[src/rtl/rs_issue_scheduler_pkg.sv]
`default_nettype none
// ============================================================================
// Module      : rs_issue_scheduler_pkg
// Description : Shared types and constants for the reservation-station issue
//               scheduler (row count, tag width, ALU FSM states).
// Revision    : 1.0 - initial release
// ============================================================================
package rs_issue_scheduler_pkg;

  localparam int NUM_ROWS_DEFAULT = 6;
  localparam int TAG_W_DEFAULT    = 4;

  // Tag value meaning "no producer"; real tags are row index + 1.
  localparam int NO_PRODUCER_TAG  = 0;

  // Value of the CDB priority bit that favours ALU0.
  localparam logic PRIO_ALU0 = 1'b0;

  typedef enum logic [1:0] {
    ST_IDLE = 2'd0,
    ST_EXEC = 2'd1,
    ST_WB   = 2'd2
  } alu_state_t;

endpackage
`default_nettype wire

[src/rtl/rr_pick.sv]
`default_nettype none
// ============================================================================
// Module      : rr_pick
// Description : Combinational round-robin first-set finder. Scans the mask
//               starting at the given pointer, wrapping from N-1 to 0.
// Revision    : 1.0 - initial release
// ============================================================================
module rr_pick #(
  parameter int N  = 6,
  parameter int IW = $clog2(N)
) (
  input  logic [N-1:0]  mask,
  input  logic [IW-1:0] start,
  output logic          found,
  output logic [IW-1:0] index
);

  int            cand;
  logic [IW-1:0] pos;

  // Walk positions start, start+1, ... modulo N and keep the first set bit.
  always_comb begin
    found = 1'b0;
    index = '0;
    cand  = 0;
    pos   = '0;
    for (int i = 0; i < N; i++) begin
      cand = int'(start) + i;
      if (cand >= N) cand = cand - N;
      pos = IW'(cand);
      if (!found && mask[pos]) begin
        found = 1'b1;
        index = pos;
      end
    end
  end

endmodule
`default_nettype wire

[src/rtl/rs_issue_scheduler.sv]
`default_nettype none
// ============================================================================
// Module      : rs_issue_scheduler
// Description : Issues ready reservation-station rows to two ALUs, tracks each
//               ALU through IDLE/EXEC/WB and arbitrates the common data bus.
// Revision    : 1.0 - initial release
// ============================================================================
module rs_issue_scheduler
  import rs_issue_scheduler_pkg::*;
#(
  parameter int NUM_ROWS = NUM_ROWS_DEFAULT,
  parameter int TAG_W    = TAG_W_DEFAULT
) (
  input  logic                            clk_100mhz,
  input  logic                            sys_rst,
  input  logic [NUM_ROWS-1:0]             row_ready_in,
  output logic [NUM_ROWS-1:0]             issue_grant_out,
  output logic [1:0]                      alu_start_out,
  output logic [2*$clog2(NUM_ROWS)-1:0]   alu_row_out,
  input  logic [1:0]                      alu_done_in,
  input  logic [63:0]                     alu_result_in,
  output logic                            cdb_valid_out,
  output logic [TAG_W-1:0]                cdb_tag_out,
  output logic [31:0]                     cdb_data_out
);

  localparam int IDX_W = $clog2(NUM_ROWS);

  alu_state_t         state_q [2];
  alu_state_t         state_d [2];
  logic [IDX_W-1:0]   rr_ptr;
  logic               prio;
  logic [31:0]        result_q [2];

  logic               first_found;
  logic [IDX_W-1:0]   first_idx;
  logic               second_found;
  logic [IDX_W-1:0]   second_idx;
  logic [NUM_ROWS-1:0] second_mask;
  logic [IDX_W-1:0]   second_start;

  logic [1:0]         grant_valid;
  logic [IDX_W-1:0]   grant_row [2];
  logic [1:0]         in_wb;
  logic [1:0]         cdb_win;

  function automatic logic [IDX_W-1:0] next_row(input logic [IDX_W-1:0] r);
    return (r == IDX_W'(NUM_ROWS - 1)) ? '0 : r + IDX_W'(1);
  endfunction

  // Second search excludes the first winner and continues just past it, so
  // both picks follow round-robin order and can never name the same row.
  always_comb begin
    second_mask            = row_ready_in;
    second_mask[first_idx] = 1'b0;
    second_start           = next_row(first_idx);
  end

  rr_pick #(.N(NUM_ROWS), .IW(IDX_W)) u_pick_first (
    .mask  (row_ready_in),
    .start (rr_ptr),
    .found (first_found),
    .index (first_idx)
  );

  rr_pick #(.N(NUM_ROWS), .IW(IDX_W)) u_pick_second (
    .mask  (second_mask),
    .start (second_start),
    .found (second_found),
    .index (second_idx)
  );

  // Grant selection: first ready row to ALU0 if idle, else ALU1; second row
  // to ALU1 only when both are idle. Suppressed while reset is held.
  always_comb begin
    grant_valid     = 2'b00;
    grant_row[0]    = '0;
    grant_row[1]    = '0;
    issue_grant_out = '0;
    if (!sys_rst && first_found) begin
      if (state_q[0] == ST_IDLE) begin
        grant_valid[0] = 1'b1;
        grant_row[0]   = first_idx;
        if (state_q[1] == ST_IDLE && second_found) begin
          grant_valid[1] = 1'b1;
          grant_row[1]   = second_idx;
        end
      end else if (state_q[1] == ST_IDLE) begin
        grant_valid[1] = 1'b1;
        grant_row[1]   = first_idx;
      end
    end
    if (grant_valid[0]) issue_grant_out[grant_row[0]] = 1'b1;
    if (grant_valid[1]) issue_grant_out[grant_row[1]] = 1'b1;
  end

  // CDB arbitration: a lone WB ALU wins; on a collision the prio bit decides.
  always_comb begin
    in_wb[0] = (state_q[0] == ST_WB);
    in_wb[1] = (state_q[1] == ST_WB);
    if (&in_wb) cdb_win = (prio == PRIO_ALU0) ? 2'b01 : 2'b10;
    else        cdb_win = in_wb;
  end

  // Per-ALU next-state logic; done strobes only matter in EXEC.
  always_comb begin
    for (int k = 0; k < 2; k++) begin
      state_d[k] = state_q[k];
      case (state_q[k])
        ST_IDLE: if (grant_valid[k]) state_d[k] = ST_EXEC;
        ST_EXEC: if (alu_done_in[k]) state_d[k] = ST_WB;
        ST_WB:   if (cdb_win[k])     state_d[k] = ST_IDLE;
        default: state_d[k] = ST_IDLE;
      endcase
    end
  end

  // FSM state registers.
  always_ff @(posedge clk_100mhz or posedge sys_rst) begin
    if (sys_rst) begin
      state_q[0] <= ST_IDLE;
      state_q[1] <= ST_IDLE;
    end else begin
      state_q[0] <= state_d[0];
      state_q[1] <= state_d[1];
    end
  end

  // Datapath: start pulses, row/result capture, round-robin pointer, CDB.
  always_ff @(posedge clk_100mhz or posedge sys_rst) begin
    if (sys_rst) begin
      alu_start_out <= 2'b00;
      alu_row_out   <= '0;
      result_q[0]   <= '0;
      result_q[1]   <= '0;
      rr_ptr        <= '0;
      prio          <= PRIO_ALU0;
      cdb_valid_out <= 1'b0;
      cdb_tag_out   <= TAG_W'(NO_PRODUCER_TAG);
      cdb_data_out  <= '0;
    end else begin
      alu_start_out <= grant_valid;
      for (int k = 0; k < 2; k++) begin
        if (grant_valid[k]) alu_row_out[k*IDX_W +: IDX_W] <= grant_row[k];
        if (state_q[k] == ST_EXEC && alu_done_in[k])
          result_q[k] <= alu_result_in[k*32 +: 32];
      end
      // ALU1's row is always the later one in scan order when both issue.
      if (|grant_valid)
        rr_ptr <= next_row(grant_valid[1] ? grant_row[1] : grant_row[0]);
      cdb_valid_out <= |cdb_win;
      // After each broadcast, priority passes to the other ALU.
      if (cdb_win[0]) begin
        cdb_tag_out  <= TAG_W'(alu_row_out[0 +: IDX_W]) + TAG_W'(1);
        cdb_data_out <= result_q[0];
        prio         <= ~PRIO_ALU0;
      end else if (cdb_win[1]) begin
        cdb_tag_out  <= TAG_W'(alu_row_out[IDX_W +: IDX_W]) + TAG_W'(1);
        cdb_data_out <= result_q[1];
        prio         <= PRIO_ALU0;
      end
    end
  end

endmodule
`default_nettype wire

[config.mk]
export PLATFORM = sky130hd
export DESIGN_NAME = rs_issue_scheduler
export DESIGN_NICKNAME = d
export VERILOG_FILES = /design/src/rtl/rs_issue_scheduler_pkg.sv /design/src/rtl/rr_pick.sv /design/src/rtl/rs_issue_scheduler.sv
export SDC_FILE = /design/constraint.sdc
export NUM_CORES = 1
export LEC_CHECK = 0
export CAP_MARGIN = 20
export CORE_ASPECT_RATIO = 0.7
export CORE_MARGIN = 2
export CORE_UTILIZATION = 48
export CTS_CLUSTER_DIAMETER = 200
export CTS_CLUSTER_SIZE = 16
export DETAILED_ROUTE_END_ITERATION = 10
export PLACE_DENSITY = 0.84
export SKIP_CTS_REPAIR_TIMING = 1
export SLEW_MARGIN = 30
export SYNTH_ARGS = -nofsm -noshare
export SYNTH_HDL_FRONTEND = slang
export SYNTH_SLANG_ARGS = --single-unit
[constraint.sdc]
create_clock -name clk_100mhz -period 6.6 [get_ports clk_100mhz]
set_input_delay 0.99 -clock clk_100mhz [delete_from_list [all_inputs] [get_ports clk_100mhz]]
set_output_delay 0.99 -clock clk_100mhz [all_outputs]
set_load 0.03 [all_outputs]
* Word-level counts from Yosys, hierarchy flattened *
Cells that the tools add are included.

cells by class
  $add $sub $neg = 26
  order comparisons = 30
  equality and inequality tests = 12
  muxes and demuxes = 97
  bitwise operators = 3
  reductions and logical operators = 36

operators by type and width
  kind                                                  number
  2-to-1 mux 3 bit                                      31
  2-to-1 mux 32 bit                                     2
  < comparator 3 x 4 -> 1 bit (second input constant)   15
  >= comparator 4 x 3 -> 1 bit (second input constant)  10
  binary-select mux 1 bit (select 3 bit)                12
  2-to-1 mux 1 bit                                      33
  subtractor 3 x 2 -> 3 bit (second input constant)     10
  2-to-1 mux 2 bit                                      9
  2-to-1 mux 6 bit                                      3
  logical AND 1 bit                                     17
  adder 3 x 1 -> 4 bit (second input constant)          4
  adder 3 x 2 -> 4 bit (second input constant)          4
  adder 3 x 3 -> 4 bit (second input constant)          4
  one-hot mux 2 bit (3 select lines)                    2
  logical NOT 1 bit                                     11
  demux 1 bit (select 3 bit)                            3
  >= comparator 3 x 1 -> 1 bit (second input constant)  3
  2-to-1 mux 4 bit                                      2
  != test 2 bit (second input constant)                 4
  adder 3 x 1 -> 3 bit (second input constant)          2
  bitwise AND 6 bit                                     1
  == test 3 bit (second input constant)                 2
  >= comparator 3 bit (second input constant)           2
  NOT 6 bit                                             1
  10 further kinds                                      17

storage, ports and cells
  flip-flop bits (word level) = 117
  logic and storage cells = 216

* Longest topological paths before layout *
Gate-level depths: netlist of the first run.

  depth in word-level cells = 55
  mapped depth = 27
  gate-level depth less buffers = 23

* Hierarchy *
From an unflattened synthesis of the first run, not the netlist that was laid out.

second synthesis, totals
  cells, all modules = 628
  area total of the unflattened synthesis = 6739.0 µm²

modules (own cells, without submodules)
  module              instances  cells each  area each (µm²)
  rs_issue_scheduler  1          386         4854.7
  rr_pick             2          121         942.2

* Worst setup path after synthesis of the first run *
No wires, ideal clock.

  path type = input-to-output
  from = input row_ready_in[2]
  to = output issue_grant_out[1]
  arrival time = 6.421 ns
  required time = 5.610 ns
  setup slack = -0.811 ns
  stages on the path = 24
  path buffers = 3
  cells stage by stage = clkbuf_1 mux2i_1 or3b_1 and4_4 nand3_4 nor3_1 o31a_1 inv_2 buf_1 nand2_1 o21a_1 ha_1 clkbuf_1 clkinv_1 nand2_1 o21a_1 o21ai_1 or2_1 a211o_4 o31a_1 a32o_1 nand2_1 nand2_1 o32ai_1

between the ends
  word-level cells in the longest chain between the ends = 52
  elaborated cells on any way between the ends = 124

ends and longest elaborated chain
  what                                                                             line                      RTL
  start: declaration                                                               rs_issue_scheduler.sv:16  input logic [NUM_ROWS-1:0] row_ready_in,
  branches (longest 51 deep; another with binary-select mux 1 bit (select 3 bit))  n/a
  2-to-1 mux 6 bit (*)                                                             rs_issue_scheduler.sv:94  if (grant_valid[1]) issue_grant_out[grant_row[1]] = 1'b1;
  end: declaration                                                                 rs_issue_scheduler.sv:17  output logic [NUM_ROWS-1:0] issue_grant_out,

Every way passes the cells marked *. The select of a mux whose other input is x is not followed.

* Final worst setup path of the first run *
  from = register rr_ptr[1]
  to = output issue_grant_out[4]

between the ends
  word-level cells in the longest chain between the ends = 54
  elaborated cells on any way between the ends = 147

ends and longest elaborated chain
  what                                                           line                       RTL
  start: declaration                                             rs_issue_scheduler.sv:31   logic [IDX_W-1:0] rr_ptr;
  start signal: assignment                                       rs_issue_scheduler.sv:150  rr_ptr <= next_row(grant_valid[1] ? grant_row[1] : grant_row[0]);
  branches (longest 53 deep; another with adder 3 x 1 -> 4 bit)  n/a
  2-to-1 mux 6 bit (*)                                           rs_issue_scheduler.sv:94

Marks and branches as above.

==> flow_metrics.tcl, run 1 <==
set metrics [dict create \
    status "complete, but fails checks" \
    violations "negative setup slack" \
    clock_latency_ns 0.41 \
    portBuffers 124 \
    grt_max_degree 81 \
    yosysWarnings 0 \
    antenna_cells 0 \
    ys.flop_type "dfrtp_1" \
    grt_usage 0.282 \
    wl_per_cell_um 20.0 \
    antenna_found_initial 1 \
    nFillCells 907 \
    period_minus_slack_ns 6.72 \
    yosys_register_bits 117 \
    start_kind "flip-flop" \
    netlist_instances 631 \
    critPathArrivalTime_ns 5.73 \
    path_class "flip-flop to output pin" \
    die_y_um 102 \
    clockBufferDepth 2 \
    cts_root_buf "clkbuf_16" \
    clk_pin_slew_ns 0.05 \
    syn_area_um2 6560 \
    drc 0 \
    max_freq_mhz 149 \
    syn_nets 719 \
    rows 35 \
    worstHoldPathType "flip-flop to flip-flop" \
    synth_cell_type_count 86 \
    yosysTopAreaCell "dfrtp_1" \
    slew_headroom 0.518 \
    cts_sinks 117 \
    mostFrequentLayoutCell "dfrtp_1" \
    drive_above_1_share 0.392 \
    syn_to_final_growth_pct 51.2 \
    yosysTopAreaCellShare 0.447 \
    nets 947 \
    drtIter0Drc 311 \
    worst_pin_slew_ns 0.723 \
    drtAntennaViolNets 0 \
    post-route-util 0.747 \
    synth-async-reset-ratio 1.00 \
    slew_viol_final 0 \
    num_vias 5969 \
    rsz0062_at_grt "true" \
    grt_pass1_wl_um 31300 \
    max_cap_viol_count 0 \
    grt-ovfl-total 0 \
    drtPass1Iterations 5 \
    ios 125 \
    final-setup-viol-count 6 \
    die_area_um2 14600 \
    clock_skew_ns 0.0127 \
    grt_pass1_vias 5897 \
    core_area_um2 13300 \
    required_ns 5.61 \
    via_per_inst 5.65 \
    path_max_fanout 8 \
    htreeDepth 4 \
    period_share 1.02 \
    dpl.hpwl_um 14600 \
    routed_wl_um 21200 \
    cts_tree "yes" \
    end_kind "output pin" \
    layout_setup_ws_ns -0.121 \
    synth_edf_count 0 \
    layout_common_cells "dfrtp_1, clkdlybuf4s50_1, buf_4, nor2_1, mux2_2" \
    die_w_um 144 \
    syn_area_per_cell_um2 10.4 \
    hold_viol 0 \
    synthTopCellsByArea "dfrtp_1, mux2_2, nor2_1, o22ai_1, mux2i_1" \
    start_util 0.494 \
    gp_congestion 0.893 \
    ys_seq_area_frac 0.447 \
    cts_buffers 17 \
]
[worst paths after layout]
kind	cells after the start	from	end	slack [ns]
worst max register to register	24	rr_ptr[1]	rr_ptr[2]	1.10
worst max-delay path	24	rr_ptr[1]	issue_grant_out[4]	-0.12
worst min-delay path	1	cdb_tag_out[3]	cdb_tag_out[3]	0.50
worst min register to register	1	cdb_tag_out[3]	cdb_tag_out[3]	0.50
max in group asynchronous	3	sys_rst	rr_ptr[2]	4.54
min in group asynchronous	2	sys_rst	cdb_data_out[14]	0.97
[through the flow]
step                      hold WS (ns)  cell area (um2)  setup WS [ns]  TNS (ns)  cells
after global placement           0.462             8810         -0.625     -3.47   1003
final                            0.500             9910         -0.121    -0.571   1057
after detailed placement         0.489             8820         -0.651     -3.54   1003
after CTS                        0.501             9350         -0.666     -3.66   1035
after floorplan                  0.461             6810        -0.0993    -0.321    631
after global routing             0.518             9910         -0.320     -1.76   1057
[sequential cells by signal (all words and copies together), names as in the netlist]
signal	cells
cdb_data_out	32
state_q	4
rr_ptr	3
cdb_tag_out	4
alu_row_out	6
prio	1
result_q	64
cdb_valid_out	1
alu_start_out	2
[per-layer routing]
metal  vias up  GRT usage  wire [um]
met2       206      0.458      10400
li1       2762          -          -
met3        49     0.0515       1040
met1      2952      0.384       9180
met4         0     0.0958        591
met5         -          0          0
[cells by family after synthesis]
kind of cell / count (synthesis) / share of synthesized area
compound gates: 132 / 0.154
xor+xnor: 13 / 0.0197
fa+ha+maj: 14 / 0.0267
buf+inv: 50 / 0.0317
flops: 117 / 0.447
mux: 94 / 0.161
simple gates: 211 / 0.161
[cells in the mapped netlist (3+ instances only)]
cell type,n
nand2b_1,4
or3_1,8
ha_1,14
nor2b_1,6
a2bb2oi_2,3
nand3_1,17
buf_1,5
buf_2,4
o21a_1,5
a21oi_1,14
nor2_1,86
o31ai_1,4
nand2_1,42
o211ai_1,4
clkbuf_1,23
a31oi_1,3
xnor2_1,9
nor4_1,5
o22ai_1,38
mux2_2,70
and3_1,3
o31a_1,3
dfrtp_1,117
nor3_1,9
mux2i_1,20
o21ai_0,12
a211oi_1,5
or2_2,6
and2_1,4
a21o_1,4
nand4_1,3
inv_1,13
[cell type report]
class	count	area (um2)	share of cell area
clock buffers	17	425	0.0429
clock inverters	15	106	0.0107
inverters	16	73.8	0.00745
multi-input cells	464	3960	0.400
flip-flops and latches	117	2930	0.296
well taps	185	231	0.0234
repair buffers	243	2180	0.220
[critical path, stage by stage (launching register included)]
cell	delay, ns
dfrtp_2	0.49
clkinv_4	0.13
ha_4	0.35
buf_4	0.14
nor3_1	0.05
nand3_1	0.13
and3_4	0.23
nand3_4	0.13
or3_4	0.46
a41o_4	0.27
o211ai_1	0.11
o21a_2	0.22
inv_2	0.08
buf_6	0.12
ha_4	0.17
mux2i_1	0.21
o22ai_2	0.13
o21a_1	0.23
a211o_4	0.37
or4_4	0.54
nand4_4	0.14
a2bb2oi_4	0.19
nand2_4	0.11
o22ai_4	0.16
buf_6	0.16
Power of run 1 is left out: the tool's default activity adds up to more than one toggle a clock period on the data nets, which glitch-free logic cannot reach.
==> run 2, diff against run 1 <==
--- a/config.mk
+++ b/config.mk
@@ -12,6 +12,7 @@
 export CTS_CLUSTER_DIAMETER = 200
 export CTS_CLUSTER_SIZE = 16
 export DETAILED_ROUTE_END_ITERATION = 10
+export GPL_TIMING_DRIVEN = 0
 export PLACE_DENSITY = 0.84
 export SKIP_CTS_REPAIR_TIMING = 1
 export SLEW_MARGIN = 30
==> run 2 against run 1 <==
The run still ends with negative setup slack left. Core utilization is 0.41 points higher. Critical path depth grew 3. Via count increased by 11%. Count of clock-buffer cells in the layout is 1 higher. Sequential share of layout area fell by 0.18 points. Die area unchanged. Sequential cell count unchanged. Final cell count fell by 1.8%. Register-to-register slack worse by 0.47 ns. Critical path type unchanged.
==> flow_metrics.tcl, run 2 (synthesis gave the netlist of run 1 again) <==
set metrics [dict create \
    die_area_um2 14600 \
    drc 0 \
    slew_viol_final 0 \
    antenna_cells 0 \
    crit_family "simple AND/OR/NAND/NOR gates" \
    r2r_start "rr_ptr[0]" \
    rsz0062_at_grt "true" \
    path_max_fanout 10 \
    dpl.hpwl_um 13900 \
    ios 125 \
    critPathArrivalTime_ns 6.32 \
    grt-ovfl-total 0 \
    drtPass1Iterations 5 \
    max_cap_viol_count 0 \
    grt_pass1_vias 5838 \
    final_cell_area_um2 9970 \
    clk_pin_slew_ns 0.05 \
    grt_usage 0.276 \
    end_kind "output pin" \
    rows 35 \
    syn_to_final_growth_pct 52.0 \
    die_y_um 102 \
    die_w_um 144 \
    startpoint "rr_ptr[0]" \
    worstHoldPathType "flip-flop to flip-flop" \
    portBuffers 120 \
    cts_buffers 17 \
    clockBufferDepth 2 \
    wl_per_cell_um 23.1 \
    core_area_um2 13300 \
    placed_area_um2 8280 \
    cp_num_buf_inv 7 \
    top_register "result_q" \
    via_per_inst 6.36 \
    gp_congestion 0.910 \
    layout_common_cells "dfrtp_1, clkdlybuf4s50_1, nor2_1, mux2_2, buf_4" \
    grt_pass1_wl_um 30900 \
    grt_max_degree 63 \
    top_regs "result_q x64, cdb_data_out x32, alu_row_out x6" \
    instances_no_fill 1038 \
    clock_latency_ns 0.42 \
    crit_slowest_cell "or4_4" \
    slew_headroom 0.552 \
    dp_worst_setup_slack_ns -2.04 \
    largest_register_ffs 64 \
    post-place-cells 937 \
    nets 928 \
    drtAntennaViolNets 0 \
    path_class "flip-flop to output pin" \
    min_from "cdb_tag_out[0]" \
    drtIter0Drc 862 \
    nFillCells 732 \
    drive_above_1_share 0.351 \
    max_stage_delay_ns 0.58 \
    htreeDepth 4 \
    worst_pin_slew_ns 0.672 \
    antenna_found_initial 0 \
    start_util 0.494 \
    hold_viol 0 \
    cts_sinks 117 \
    setup_tns_ns -4.10 \
    clock_skew_ns 0.00917 \
    cts_root_buf "clkbuf_16" \
    period_share 1.11 \
    violations "negative setup slack" \
    required_ns 5.61 \
    period_minus_slack_ns 7.31 \
    cts_tree "yes" \
    final-setup-viol-count 6 \
    status "complete, but fails checks" \
    routed_wl_um 24000 \
    max_freq_mhz 137 \
    mostFrequentLayoutCell "dfrtp_1" \
    layout_setup_ws_ns -0.712 \
    start_kind "flip-flop" \
    num_vias 6601 \
]
-- run 2: changes by cell type in the layout (fill, tap and decap cells not counted), sizes merged, moves of 2 or more --
cell,before,now
buf,125,88
bufinv,0,2
clkbuf,22,41
inv,17,15
-- run 2: metrics by stage --
| stage | util | hold WS [ns] |
|---|---|---|
| finish | 0.751 | 0.474 |
| floorplan | - | 0.461 |
| global route | 0.751 | 0.499 |
| global placement | 0.621 | 0.461 |
| CTS | 0.668 | 0.485 |
| detailed placement | 0.624 | 0.458 |
-- run 2: final timing paths --
path / slack (ns) / cells past startpoint / to
worst max-delay path: -0.71 / 27 / issue_grant_out[4]
worst min-delay path: 0.47 / 2 / cdb_tag_out[0]
worst max register to register: 0.63 / 27 / rr_ptr[2]
worst min register to register: 0.47 / 2 / cdb_tag_out[0]
max in group asynchronous: 4.92 / 3 / alu_start_out[1]
min in group asynchronous: 1.01 / 2 / result_q[45]
-- run 2: final cells by class --
type | instances | area [um2] | area share
clock buffers | 18 | 439 | 0.0441
well taps | 185 | 231 | 0.0232
repair buffers | 190 | 1780 | 0.179
clock inverters | 14 | 150 | 0.0151
inverters | 16 | 90.1 | 0.00904
plain buffers | 33 | 297 | 0.0298
flip-flops and latches | 117 | 2930 | 0.294
multi-input cells | 465 | 4050 | 0.406
-- run 2: metal layers --
layer,GRT usage,vias to the layer above,share of wire
met1,0.374,3253,0.39
met3,0.0643,134,0.087
met4,0.103,0,0.050
met2,0.436,486,0.47
li1,-,2728,-
met5,0,-,0
-- run 2: worst min-delay path, stage by stage (launching register included) --
cell and delay (ns):
dfrtp_1 0.34, nand2_1 0.04, o21ai_0 0.06
Power of run 2 is left out for the same reason.
